==> src/rtl/ex_stage_mc.sv <==
// ex_stage_mc: parameterised execute stage with ranked forwarding and the EX/MEM register folded in.
// Define EX_MULDIV_EN to build the iterative mul/div engine with HI/LO; without it ops 11-14 retire as no-write bubbles.

module ex_fwd_sel #(
    parameter int WIDTH  = 32,
    parameter int NUM_FW = 2
) (
    input  logic [4:0]              src,
    input  logic [WIDTH-1:0]        rd,
    input  logic [NUM_FW-1:0]       fwValid,
    input  logic [NUM_FW*5-1:0]     fwReg,
    input  logic [NUM_FW*WIDTH-1:0] fwData,
    output logic [WIDTH-1:0]        opnd
);
    // Walk from oldest to youngest so the lowest matching index overrides.
    always_comb begin
        opnd = rd;
        for (int i = NUM_FW-1; i >= 0; i--) begin
            if (fwValid[i] && (fwReg[i*5 +: 5] == src) && (src != 5'd0))
                opnd = fwData[i*WIDTH +: WIDTH];
        end
    end
endmodule

module ex_stage_mc #(
    parameter int  WIDTH  = 32,
    parameter int  NUM_FW = 2,
    localparam int SHW    = $clog2(WIDTH)
) (
    input  logic                    Clock,
    input  logic                    Reset,
    input  logic                    Flush,
    input  logic                    InValid,
    input  logic [3:0]              InOp,
    input  logic [4:0]              InSrcA,
    input  logic [4:0]              InSrcB,
    input  logic [WIDTH-1:0]        InRD1,
    input  logic [WIDTH-1:0]        InRD2,
    input  logic [WIDTH-1:0]        InImm,
    input  logic                    InUseImm,
    input  logic [SHW-1:0]          InShamt,
    input  logic [4:0]              InDest,
    input  logic                    InWrite,
    input  logic [NUM_FW-1:0]       FWValid,
    input  logic [NUM_FW*5-1:0]     FWReg,
    input  logic [NUM_FW*WIDTH-1:0] FWData,
    output logic                    Stall,
    output logic                    OutValid,
    output logic                    OutWrite,
    output logic                    OutZero,
    output logic [4:0]              OutDest,
    output logic [WIDTH-1:0]        OutResult
);
    typedef enum logic [3:0] {
        OP_ADD, OP_SUB, OP_AND, OP_OR, OP_XOR, OP_MFLO, OP_SLT, OP_SLTU,
        OP_SLL, OP_SRL, OP_SRA, OP_MULT, OP_MULTU, OP_DIV, OP_DIVU, OP_MFHI
    } exOp_e;

    typedef struct packed {
        logic             valid;
        logic             write;
        logic             zero;
        logic [4:0]       dest;
        logic [WIDTH-1:0] result;
    } exOut_t;

    logic [1:0][4:0]       srcIdx;
    logic [1:0][WIDTH-1:0] rdData;
    logic [1:0][WIDTH-1:0] fwOpnd;
    logic [WIDTH-1:0]      opA, opB;

    assign srcIdx = {InSrcB, InSrcA};
    assign rdData = {InRD2, InRD1};

    for (genvar g = 0; g < 2; g++) begin : gFwd
        ex_fwd_sel #(.WIDTH(WIDTH), .NUM_FW(NUM_FW)) uSel (
            .src    (srcIdx[g]),
            .rd     (rdData[g]),
            .fwValid(FWValid),
            .fwReg  (FWReg),
            .fwData (FWData),
            .opnd   (fwOpnd[g])
        );
    end

    assign opA = fwOpnd[0];
    assign opB = InUseImm ? InImm : fwOpnd[1];

    exOp_e            op;
    logic             isMulDiv, accept;
    logic [WIDTH-1:0] hiVal, loVal, aluRes;

    assign op       = exOp_e'(InOp);
    assign isMulDiv = (op == OP_MULT) || (op == OP_MULTU) || (op == OP_DIV) || (op == OP_DIVU);
    assign accept   = InValid & ~Stall & ~Flush;

    always_comb begin
        aluRes = '0;
        case (op)
            OP_ADD:  aluRes = opA + opB;
            OP_SUB:  aluRes = opA - opB;
            OP_AND:  aluRes = opA & opB;
            OP_OR:   aluRes = opA | opB;
            OP_XOR:  aluRes = opA ^ opB;
            OP_MFLO: aluRes = loVal;
            OP_SLT:  aluRes = {{(WIDTH-1){1'b0}}, $signed(opA) < $signed(opB)};
            OP_SLTU: aluRes = {{(WIDTH-1){1'b0}}, opA < opB};
            OP_SLL:  aluRes = opA << InShamt;
            OP_SRL:  aluRes = opA >> InShamt;
            OP_SRA:  aluRes = $signed(opA) >>> InShamt;
            OP_MFHI: aluRes = hiVal;
            default: aluRes = '0;
        endcase
    end

    exOut_t outQ, outD;

    // Bubbles keep the old result/dest but never advertise valid or write.
    always_comb begin
        outD       = outQ;
        outD.valid = 1'b0;
        outD.write = 1'b0;
        if (accept) begin
            outD.valid  = 1'b1;
            outD.write  = InWrite & ~isMulDiv;
            outD.dest   = InDest;
            outD.result = aluRes;
            outD.zero   = (aluRes == '0);
        end
    end

    always_ff @(posedge Clock or negedge Reset) begin
        if (!Reset) outQ <= '0;
        else        outQ <= outD;
    end

    assign OutValid  = outQ.valid;
    assign OutWrite  = outQ.write;
    assign OutZero   = outQ.zero;
    assign OutDest   = outQ.dest;
    assign OutResult = outQ.result;

`ifdef EX_MULDIV_EN
    typedef enum logic [1:0] {S_IDLE, S_RUN, S_FIX} mdState_e;

    mdState_e           state, stateNxt;
    logic [SHW-1:0]     cnt;
    logic [2*WIDTH-1:0] acc, accStep, prodFix;
    logic [WIDTH-1:0]   absA, absB, hiQ, loQ;
    logic [WIDTH-1:0]   absAIn, absBIn, mulAdd, fixHi, fixLo;
    logic [WIDTH:0]     mulSum, divShift, divTrial;
    logic               negA, negB, isDiv;
    logic               issue, sgnOp, negAIn, negBIn, isDivIn;

    assign issue   = accept & isMulDiv;
    assign sgnOp   = (op == OP_MULT) || (op == OP_DIV);
    assign isDivIn = (op == OP_DIV) || (op == OP_DIVU);
    assign negAIn  = sgnOp & opA[WIDTH-1];
    assign negBIn  = sgnOp & opB[WIDTH-1];
    assign absAIn  = negAIn ? -opA : opA;
    assign absBIn  = negBIn ? -opB : opB;

    always_ff @(posedge Clock or negedge Reset) begin
        if (!Reset) state <= S_IDLE;
        else        state <= stateNxt;
    end

    always_comb begin
        stateNxt = state;
        if (Flush) stateNxt = S_IDLE;
        else begin
            case (state)
                S_IDLE:  if (issue) stateNxt = S_RUN;
                S_RUN:   if (cnt == '1) stateNxt = S_FIX;
                S_FIX:   stateNxt = S_IDLE;
                default: stateNxt = S_IDLE;
            endcase
        end
    end

    // Shared {hi,lo} shifter: shift-add for multiply, restoring division for divide.
    assign mulAdd   = acc[0] ? absA : '0;
    assign mulSum   = {1'b0, acc[2*WIDTH-1:WIDTH]} + {1'b0, mulAdd};
    assign divShift = acc[2*WIDTH-1:WIDTH-1];
    assign divTrial = divShift - {1'b0, absB};

    always_comb begin
        if (!isDiv)              accStep = {mulSum, acc[WIDTH-1:1]};
        else if (!divTrial[WIDTH]) accStep = {divTrial[WIDTH-1:0], acc[WIDTH-2:0], 1'b1};
        else                     accStep = {divShift[WIDTH-1:0], acc[WIDTH-2:0], 1'b0};
    end

    assign prodFix = (negA ^ negB) ? -acc : acc;

    always_comb begin
        fixHi = prodFix[2*WIDTH-1:WIDTH];
        fixLo = prodFix[WIDTH-1:0];
        if (isDiv) begin
            if (absB == '0) begin
                fixLo = '1;
                fixHi = negA ? -absA : absA;
            end else begin
                fixLo = (negA ^ negB) ? -acc[WIDTH-1:0] : acc[WIDTH-1:0];
                fixHi = negA ? -acc[2*WIDTH-1:WIDTH] : acc[2*WIDTH-1:WIDTH];
            end
        end
    end

    always_ff @(posedge Clock or negedge Reset) begin
        if (!Reset) begin
            cnt   <= '0;
            acc   <= '0;
            absA  <= '0;
            absB  <= '0;
            negA  <= 1'b0;
            negB  <= 1'b0;
            isDiv <= 1'b0;
            hiQ   <= '0;
            loQ   <= '0;
        end else if (issue) begin
            cnt   <= '0;
            absA  <= absAIn;
            absB  <= absBIn;
            negA  <= negAIn;
            negB  <= negBIn;
            isDiv <= isDivIn;
            acc   <= {{WIDTH{1'b0}}, (isDivIn ? absAIn : absBIn)};
        end else if (state == S_RUN && !Flush) begin
            acc <= accStep;
            cnt <= cnt + 1'b1;
        end else if (state == S_FIX && !Flush) begin
            hiQ <= fixHi;
            loQ <= fixLo;
        end
    end

    assign Stall = (state != S_IDLE);
    assign hiVal = hiQ;
    assign loVal = loQ;
`else
    assign Stall = 1'b0;
    assign hiVal = '0;
    assign loVal = '0;
`endif

endmodule

==> config.mk <==
export PLATFORM = sky130hd
export DESIGN_NAME = ex_stage_mc
export DESIGN_NICKNAME = d
export VERILOG_FILES = /design/src/rtl/ex_stage_mc.sv
export SDC_FILE = /design/constraint.sdc
export NUM_CORES = 1
export LEC_CHECK = 0
export BUFFER_PORTS_ARGS = -buffer_cell sky130_fd_sc_hd__buf_4
export CAP_MARGIN = 20
export CORE_UTILIZATION = 55
export DETAILED_ROUTE_END_ITERATION = 16
export PLACE_DENSITY_LB_ADDON = 0.3
export SLEW_MARGIN = 10
export SYNTH_ARGS = -nofsm -noshare
export SYNTH_HDL_FRONTEND = slang
export SYNTH_HIERARCHICAL = 1
export SYNTH_SLANG_ARGS = --single-unit
==> constraint.sdc <==
create_clock -name Clock -period 0.8 [get_ports Clock]
set_input_delay 0.24 -clock Clock [delete_from_list [all_inputs] [get_ports Clock]]
set_output_delay 0.24 -clock Clock [all_outputs]
set_load 0.03 [all_outputs]
==> run summary, run 1 <==
- 40 — total number of clock tree sinks
- 7.14 µm² — average size of a mapped cell
- 2011 — synthesized instance count
- 14400 µm² — summed instance area of the synthesized netlist
- 0 — EDFF count, synth
- did not finish — outcome
- [ERROR GRT-0116] Global routing finished with congestion. Check the congestion regions in the DRC Viewer. — first error
- 164 µm — die height
- 194 mm — global-route wire length before repair
- 2 — clock tree buffer depth
- 2312 — Post-Synthesis Net Count
- 94.0% — GRT Resource Usage Total
- dfrtp_1 — most common flop cell mapped by yosys
- 1.36 — Final Wtd Congestion
- 2 — total number of H-tree levels
- 6.97% — register area share after synthesis
- 56.6% — effective utilization at floorplan
- 6 — total number of yosys warnings
- 3084 — placed instance count
- 33 — largest net degree at the start of global routing
- 5 — CTS Buf Count
- 40 — post-synthesis register bit count
- 58 — placement row count
- 243 — Top-Level Pins
- 104 — Synth cell types
- clkbuf_16 — cell at the root of the clock tree
- 30300 — via count of the first global-routing pass
- 63.2 mm — placed wire-length estimate
- 21700 µm² — placed instance area
- 100% — share of flip-flops with an asynchronous set or reset after synthesis
- global routing (5_1_grt) — halt point of the flow
- 164 µm — Die X-Extent
- 241 — IO buf count
- 1205 — global route total overflow
==> cells by family after synthesis <==
kind of cell               Yosys count  synth area share, %
muxes                              191                 18.6
xor gates and xnor gates            33                 2.01
buffers and inverters              355                 10.8
adders and majority gates           99                 8.73
AOI/OAI and AO/OA                  622                 29.3
DFF                                 40                 6.97
and+or+nand+nor                    670                 23.6
other                                1               0.0261
==> what timing repair did <==
action	CTS
gates cloned	8
resized for setup	296
endpoints found under the hold margin	25
hold buffers	1
endpoints found under the setup margin	80
pin swaps	95
buffers inserted	70
==> synth_stat cells, types with 10 or more instances <==
master	count	area, µm²
inv_1	171	642
nand2_1	168	631
o21ai_0	147	736
nor2_1	127	477
nor3_1	109	546
a21oi_1	102	510
mux2i_1	102	1020
ha_1	97	1210
a31oi_1	92	576
clkbuf_1	89	334
or3_1	77	482
mux4_2	55	1240
buf_2	50	250
nand3_1	45	225
dfrtp_1	40	1000
xnor2_1	30	263
o211ai_1	28	210
buf_4	26	195
mux2_2	26	293
o22ai_1	23	144
a211oi_1	21	158
nand2b_1	20	125
nor2b_1	20	125
a21o_1	15	113
nand4_1	15	93.8
o221ai_1	15	131
o31ai_1	15	113
a22oi_1	14	105
and2_1	14	87.6
a221oi_1	13	114
nor4_1	13	81.3
o21ai_1	10	50.1
==> through the flow <==
stage | setup TNS [ns] | worst slack, ns
global placement | -122.24 | -4.43
detailed placement | -129.14 | -4.85
floorplan | -97.98 | -3.86
CTS | -118.94 | -4.13
==> layer usage <==
metal | overflow | global-route usage, %
met5 | 3 | 58.9
met4 | 302 | 103
met3 | 34 | 80.7
met2 | 817 | 113
met1 | 49 | 86.1
==> run 2: changes to the inputs <==
Settings changed: CORE_UTILIZATION 55 to 40, PLACE_DENSITY_LB_ADDON 0.3 to 0.15.
==> run summary, run 2 <==
- 5.25 ns — arrival time of the worst setup path
- mux4_2 — leading area contributor after synthesis
- dfrtp_1 — most common flop cell mapped by yosys
- 243 — Top-Level Pins, unchanged
- OutZero — Crit Reg-Reg Endpoint
- 9.1% — Reg power frac
- yes — unrepaired setup endpoints after global routing
- 5.01 ns — post-layout minimum cycle time
- 67.5% — M2 GR Usage
- 0 — global route total overflow
- 34.0% — worst slew slack as a fraction of its limit
- 2011 — synthesized instance count, unchanged
- mux4_2 (8.6%), ha_1 (8.4%), mux2i_1 (7.1%), dfrtp_1 (7.0%), o21ai_0 (5.1%) — top cells by area in the synthesized netlist
- 65.3 mm — placed wire-length estimate, +3.3%
- 0.0119 µW — leakage
- 0 — post-route ant nets
- 69 — placement row count, +19%
- 2748 — Filler Cell Count
- 8.62% — top cell type's share of synthesized area, unchanged
- 35500 µm² — core footprint
- 104 — Synth cell types, unchanged
- 40 — total number of clock tree sinks, unchanged
- 0 — Max Transition Viols Final
- 2.31 mV — peak ir drop on the vdd network
- 14400 µm² — summed instance area of the synthesized netlist, unchanged
- OutZero — beginning of the worst register-to-register path
- 3300 — placed instance count, +7.0%
- 1.03 ns — CP required
- 2312 — Post-Synthesis Net Count, unchanged
- 29200 µW — post-route total power
- 84.2 mm — routed wire length
- 2 — total number of H-tree levels, unchanged
- 6 — total number of yosys warnings, unchanged
- -122.66 ns — setup tns final
- 73.1% — utilization after layout
- 6.19 — via-per-instance ratio
- 117 mm — global-route wire length before repair
- 19400 — via count of the first global-routing pass
- 41.9% — GRT Resource Usage Total
- met2 — most congested layer reported by global routing
- -0.06 ns — flop2flop setup slack
- 56.3% — fraction of met1 tracks used by global routing
- 40.5% — effective utilization at floorplan, -16 points
- 0 ns — Layout Skew
- yes — clock tree from TritonCTS
- 4.75% — met3 usage
- 2194 — first-iteration detailed-routing DRC count
- flip-flop — CP Capture Type
- 627% — Final Cycle Share
- buf_4 — most frequent standard cell in the layout excluding fill and tap cells
- inv_1 — dominant cell by count in the synthesized netlist
- 0 — max-cap check violation count
- 79 — final number of setup-violating endpoints
- 3 — Max Fanout on Critical Path
- buf_4 (964), nand2_1 (157), inv_1 (150) — highest-count cells in the layout ignoring fill and taps
- 36700 µm² — die area
- setup timing — violated checks
- OutDest[0] — endpoint of the worst hold-timing path
- 100% — share of flip-flops with an asynchronous set or reset after synthesis, unchanged
- 0.29 ns — Clock Latency Late Sink
- 52.7% — layout cell share with drive strength beyond 1
- in2reg — type of the worst min-delay path
- 2 — clock tree buffer depth, unchanged
- 6.97% — register area share after synthesis, unchanged
- 80.6% — Synth-to-Final Area Change
- 82.9% — relative contribution of combinational cells to total power
- inv_1 (171), nand2_1 (168), o21ai_0 (147) — Post-synth top cells
- 8 — first-pass iteration count of the detailed router
- in2reg — worst setup path category
- 13500 µW — Psw
- 15800 µW — Internal Dissipation
- 0.987 ns — transition time at the pin with the least slew margin
- 14000 µm² — combined area of the multi-input logic cells
- 1000 µm² — register cell area after layout
- 241 — IO buf count, unchanged
- 24.6 µm — per-cell routed wire length
- 32 — flip-flop count of the largest register, all copies and words added
- 46.1% — Switching Fraction
- 5 — CTS Buf Count, unchanged
- 0.154 ns — Post-Route Hold Slack
- 0.06 ns — register clock-pin slew on the reported worst setup and hold paths
- 0 — EDFF count, synth, unchanged
- clkbuf_16 — cell at the root of the clock tree
- 3425 — Layout Cells excl Fill
- 3 — WHS Path Cells
- 0 — number of hold violations in the final report
- 192 µm — die height, +17%
- 0.199 GHz — Fmax achieved
- 56 — largest net degree at the start of global routing
- 3264 — net count reported at finish
- 21200 — routed via count
- 40 — post-synthesis register bit count, unchanged
- 0 — count of inserted antenna diode cells
- InDest[0] — launch point of the worst hold path
- -4.21 ns — Final WS setup
- 2 — depth of the most critical reg-to-reg path
- 1130 nW/µm² — power density cells
- input pin — startpoint type of the worst setup path
- 0 — drc violations
- complete, but fails checks — outcome
- 8.0% — clock network fraction of total power
- 192 µm — Die X-Extent, +17%
- 7.14 µm² — average size of a mapped cell, unchanged
- 1 — initial antenna violation count
- 1.08 — Final Wtd Congestion, -21%
[run 2: cell counts after synthesis]
Identical to the previous run, type by type.
[run 2: metal layers]
metal	vias to the layer above	wire length, µm	part of all wire (%)
met5	-	0	0
met4	0	4990	5.9
met3	289	7320	8.7
met2	1361	37900	45
met1	10100	34000	40
li1	9426	-	-
[run 2: worst max path at each step]
stage	start	endpoint	slack, ns	depth (start not counted)
after floorplan	InSrcA[1]	OutZero	-3.86	20
after global placement	InSrcB[1]	OutZero	-4.69	20
after detailed placement	InSrcB[1]	OutZero	-4.73	20
after CTS	InSrcB[1]	OutZero	-4.13	23
after global routing	InSrcB[3]	OutZero	-4.38	24
final	InSrcB[1]	OutZero	-4.21	22
[run 2: repair_timing]
action                                 in CTS  in global routing
cloned                                      3                 11
endpoints found under the hold margin      40                  0
resized for setup                         212                271
setup endpoints to repair                  80                 79
pin swaps                                  32                125
setup buffers                              30                 82
hold buffers                                1                  0
[run 2: power by group through the flow]
stage               clock [µW]  sequential [µW]  combinational (µW)
floorplan                    0             3320                9200
global placement             0             2590               19500
detailed placement           0             2620               19700
CTS                       2340             2650               21200
global route              2450             2700               25300
finish                    2330             2670               24300
[run 2: layout make-up]
type | count | area share (%)
multi-input combinational | 1616 | 54.0
clock inverter | 3 | 0.178
timing repair buffer | 1125 | 36.7
sequential | 40 | 3.86
inverter | 175 | 2.62
tap | 461 | 2.22
clock buffer | 5 | 0.482
[run 2: metrics by stage]
| stage | setup WS, ns | cell area [µm²] |
|---|---|---|
| after floorplan | -3.86 | 15200 |
| after global placement | -4.69 | 22500 |
| after detailed placement | -4.73 | 22500 |
| after CTS | -4.13 | 23900 |
| after global routing | -4.38 | 26000 |
| final | -4.21 | 26000 |
[run 2: critical path, stage by stage]
cell and delay, ns:
buf_6 0.09, or4_4 0.57, o211ai_4 0.24, or2_4 0.20, a31oi_1 0.11, buf_4 0.18, mux2i_4 0.24, inv_2 0.11
ha_4 0.18, fa_2 0.36, a21o_1 0.18, a221o_1 0.40, buf_6 0.17, a21bo_4 0.22, nand3_4 0.07, a211oi_2 0.09
a2111oi_4 0.35, nand3_2 0.22, a2111oi_4 0.32, nand4_1 0.23, nor4_4 0.29, a32o_2 0.19
[run 2: logic make-up after synthesis]
logic type,count (synthesis),share of synthesized area (%)
xor+xnor,33,2.01
buf+inv,355,10.8
flops,40,6.97
compound gates,622,29.3
fa+ha+maj,99,8.73
other cells,1,0.0261
mux,191,18.6
simple gates,670,23.6
(Power assumes the default switching activity.)
==> run 3: changes to the inputs <==
Clock period 0.8 ns to 5.2 ns, I/O delays scaled along.
==> run summary, run 3 (synthesized netlist as in run 2, its figures left out) <==
- OutZero — endpoint of the most critical setup path
- 2 — clock tree buffer depth, unchanged
- 0 — number of hold violations in the final report, unchanged
- 56 — largest net degree at the start of global routing, unchanged
- 5.43 ns — CP required, +4.40 ns
- 24.0 µm — per-cell routed wire length, -2.4%
- reg2reg — type of the worst min-delay path
- 2 — total number of H-tree levels, unchanged
- 0.357 mV — peak ir drop on the vdd network, -85%
- 0.57 ns — maximum single-stage delay on the critical path, about the same
- 36700 µm² — die area, unchanged
- 40.1% — GRT Resource Usage Total, -1.8 points
- 45.6% — layout cell share with drive strength beyond 1, -7.1 points
- 6.13 — via-per-instance ratio, -0.90%
- 63.7 mm — placed wire-length estimate, -2.3%
- 1 — depth of the most critical reg-to-reg path, -1
- 1.06 ns — transition time at the pin with the least slew margin, +0.0774 ns
- 62.4% — Synth-to-Final Area Change
- 32 — flip-flop count of the largest register, all copies and words added, unchanged
- 27 — final number of setup-violating endpoints, -66%
- 35500 µm² — core footprint, unchanged
- yes — unrepaired setup endpoints after global routing
- 1.06 — Final Wtd Congestion, -1.8%
- 0 ns — Layout Skew, unchanged
- 6.41 ns — post-layout minimum cycle time
- flip-flop — CP Capture Type
- 243 — Top-Level Pins, unchanged
- buf_4 (907), inv_1 (166), nand2_1 (162) — highest-count cells in the layout ignoring fill and taps
- 40.5% — effective utilization at floorplan, unchanged
- 175 nW/µm² — power density cells, -85%
- 0 — Max Transition Viols Final, unchanged
- or4_4 — Worst path slowest cell
- 3055 — Filler Cell Count, +11%
- buf_6 -> or4_4 -> o211ai_4 -> or3_1 -> a31oi_1 -> buf_4 -> mux2i_4 -> inv_2 -> ha_4 -> fa_2 -> a21o_1 -> a221o_1 -> buf_6 -> nand4_2 -> a21oi_2 -> o41ai_2 -> o31ai_1 -> nor4b_2 -> o21ai_1 -> or4b_1 -> nor4_2 -> a32o_2 — crit path cell chain
- setup timing — violated checks
- InSrcB[2] — Critical path origin
- 1000 µm² — register cell area after layout, unchanged
- 2214 — first-iteration detailed-routing DRC count, +0.91%
- 192 µm — die height, unchanged
- 5 — first-pass iteration count of the detailed router, -3
- 0 — max-cap check violation count, unchanged
- 20000 — routed via count, -5.7%
- 5 — Max Fanout on Critical Path, +2
- -13.73 ns — setup tns final, +108.93 ns
- 3099 — net count reported at finish, -5.1%
- 23300 µm² — area of all placed cells without fillers, -10%
- 0.156 GHz — Fmax achieved
- buf_4 — most frequent standard cell in the layout excluding fill and tap cells
- 0 — global route total overflow, unchanged
- in2reg — worst setup path category
- -1.21 ns — Final WS setup, +3.00 ns
- 0 — count of inserted antenna diode cells, unchanged
- complete, but fails checks — outcome
- input pin — startpoint type of the worst setup path
- 21500 µm² — placed instance area, -4.5%
- 18700 — via count of the first global-routing pass, -3.6%
- 0 — drc violations, unchanged
- OutResult[16] — beginning of the worst register-to-register path
- 0.29 ns — Clock Latency Late Sink, about the same
- 13200 µm² — combined area of the multi-input logic cells, -5.6%
- 6.64 ns — arrival time of the worst setup path, +1.39 ns
- 40 — total number of clock tree sinks, unchanged
- 0 — initial antenna violation count, -1
- 65.8% — utilization after layout, -7.4 points
- 0.0107 µW — leakage, -10%
- clkbuf_16 — cell at the root of the clock tree
- buf_6 — most common cell type on the critical path
- 78.2 mm — routed wire length, -7.1%
- 0.06 ns — register clock-pin slew on the reported worst setup and hold paths, about the same
- 4.45 ns — flop2flop setup slack, +4.51 ns
- 5 — CTS Buf Count, unchanged
- 192 µm — Die X-Extent, unchanged
- 112 mm — global-route wire length before repair, -3.7%
- 123% — Final Cycle Share
- yes — clock tree from TritonCTS
- 69 — placement row count, unchanged
- OutResult[16] — Crit Reg-Reg Endpoint
- 28.1% — worst slew slack as a fraction of its limit, -5.8 points
- 0 — post-route ant nets, unchanged
- 241 — IO buf count, unchanged
- 4070 µW — post-route total power, -86%
==> run 3: cell count changes in the layout (fill, tap and decap cells not counted), sizes merged <==
cell         delta
buf           -160
bufbuf          +1
clkbuf          -5
clkinvlp        -1
dlygate4sd3     -1
inv             +1
==> run 3: repair_timing <==
item                                    CTS  global route
endpoints found under the setup margin   29            32
setup buffers                             8            28
hold buffers                              0             0
gates cloned                              1             7
pin swaps                                20            66
resized for setup                        64           167
==> run 3: how the worst min path moves through the flow <==
stage                  startpoint            end  slack (ns)  depth (start not counted)
floorplan           OutResult[26]  OutResult[26]        0.65                          2
global placement    OutResult[26]  OutResult[26]        0.45                          2
detailed placement     OutDest[0]     OutDest[0]        0.46                          2
CTS                    OutDest[0]     OutDest[0]        0.48                          2
global route        OutResult[23]  OutResult[23]        0.50                          2
finish                 OutDest[0]     OutDest[0]        0.47                          2
==> run 3: cell type report <==
| cell class | count | area share, % |
|---|---|---|
| multi-input combinational | 1616 | 56.7 |
| timing repair buffer | 960 | 33.0 |
| sequential | 40 | 4.29 |
| inverter | 175 | 2.82 |
| tap | 461 | 2.47 |
| clock buffer | 5 | 0.536 |
| clock inverter | 3 | 0.198 |
==> run 3: routing by layer <==
metal | part of all wire, % | global-route usage, % | up-vias
met1 | 41 | 53.5 | 9443
met5 | 0 | 0 | -
met3 | 9.3 | 6.19 | 232
met4 | 4.4 | 14.6 | 0
met2 | 46 | 65.0 | 1256
li1 | - | - | 9067
==> run 3: worst max-delay path: cells and delay by family <==
| kind | cells | cell delay, ns |
|---|---|---|
| AOI/OAI and AO/OA | 9 | 1.82 |
| muxes | 1 | 0.25 |
| and+or+nand+nor | 6 | 1.95 |
| buffers and inverters | 4 | 0.51 |
| adders and majority gates | 2 | 0.54 |
==> run 3: metrics by stage <==
stage                     worst slack, ns  instances  hold slack (ns)
after global placement              -1.61       3210            0.455
after global routing                -1.36       3260            0.498
after CTS                           -1.14       3227            0.480
final                               -1.21       3260            0.472
after floorplan                    -0.787       2011            0.646
after detailed placement            -1.61       3210            0.465
==> run 3: power breakdown <==
part / switching, µW / internal (µW) / total (µW)
clock network: 125 / 228 / 352
registers: 28.9 / 366 / 395
logic: 1750 / 1580 / 3330
total: 1900 / 2170 / 4070
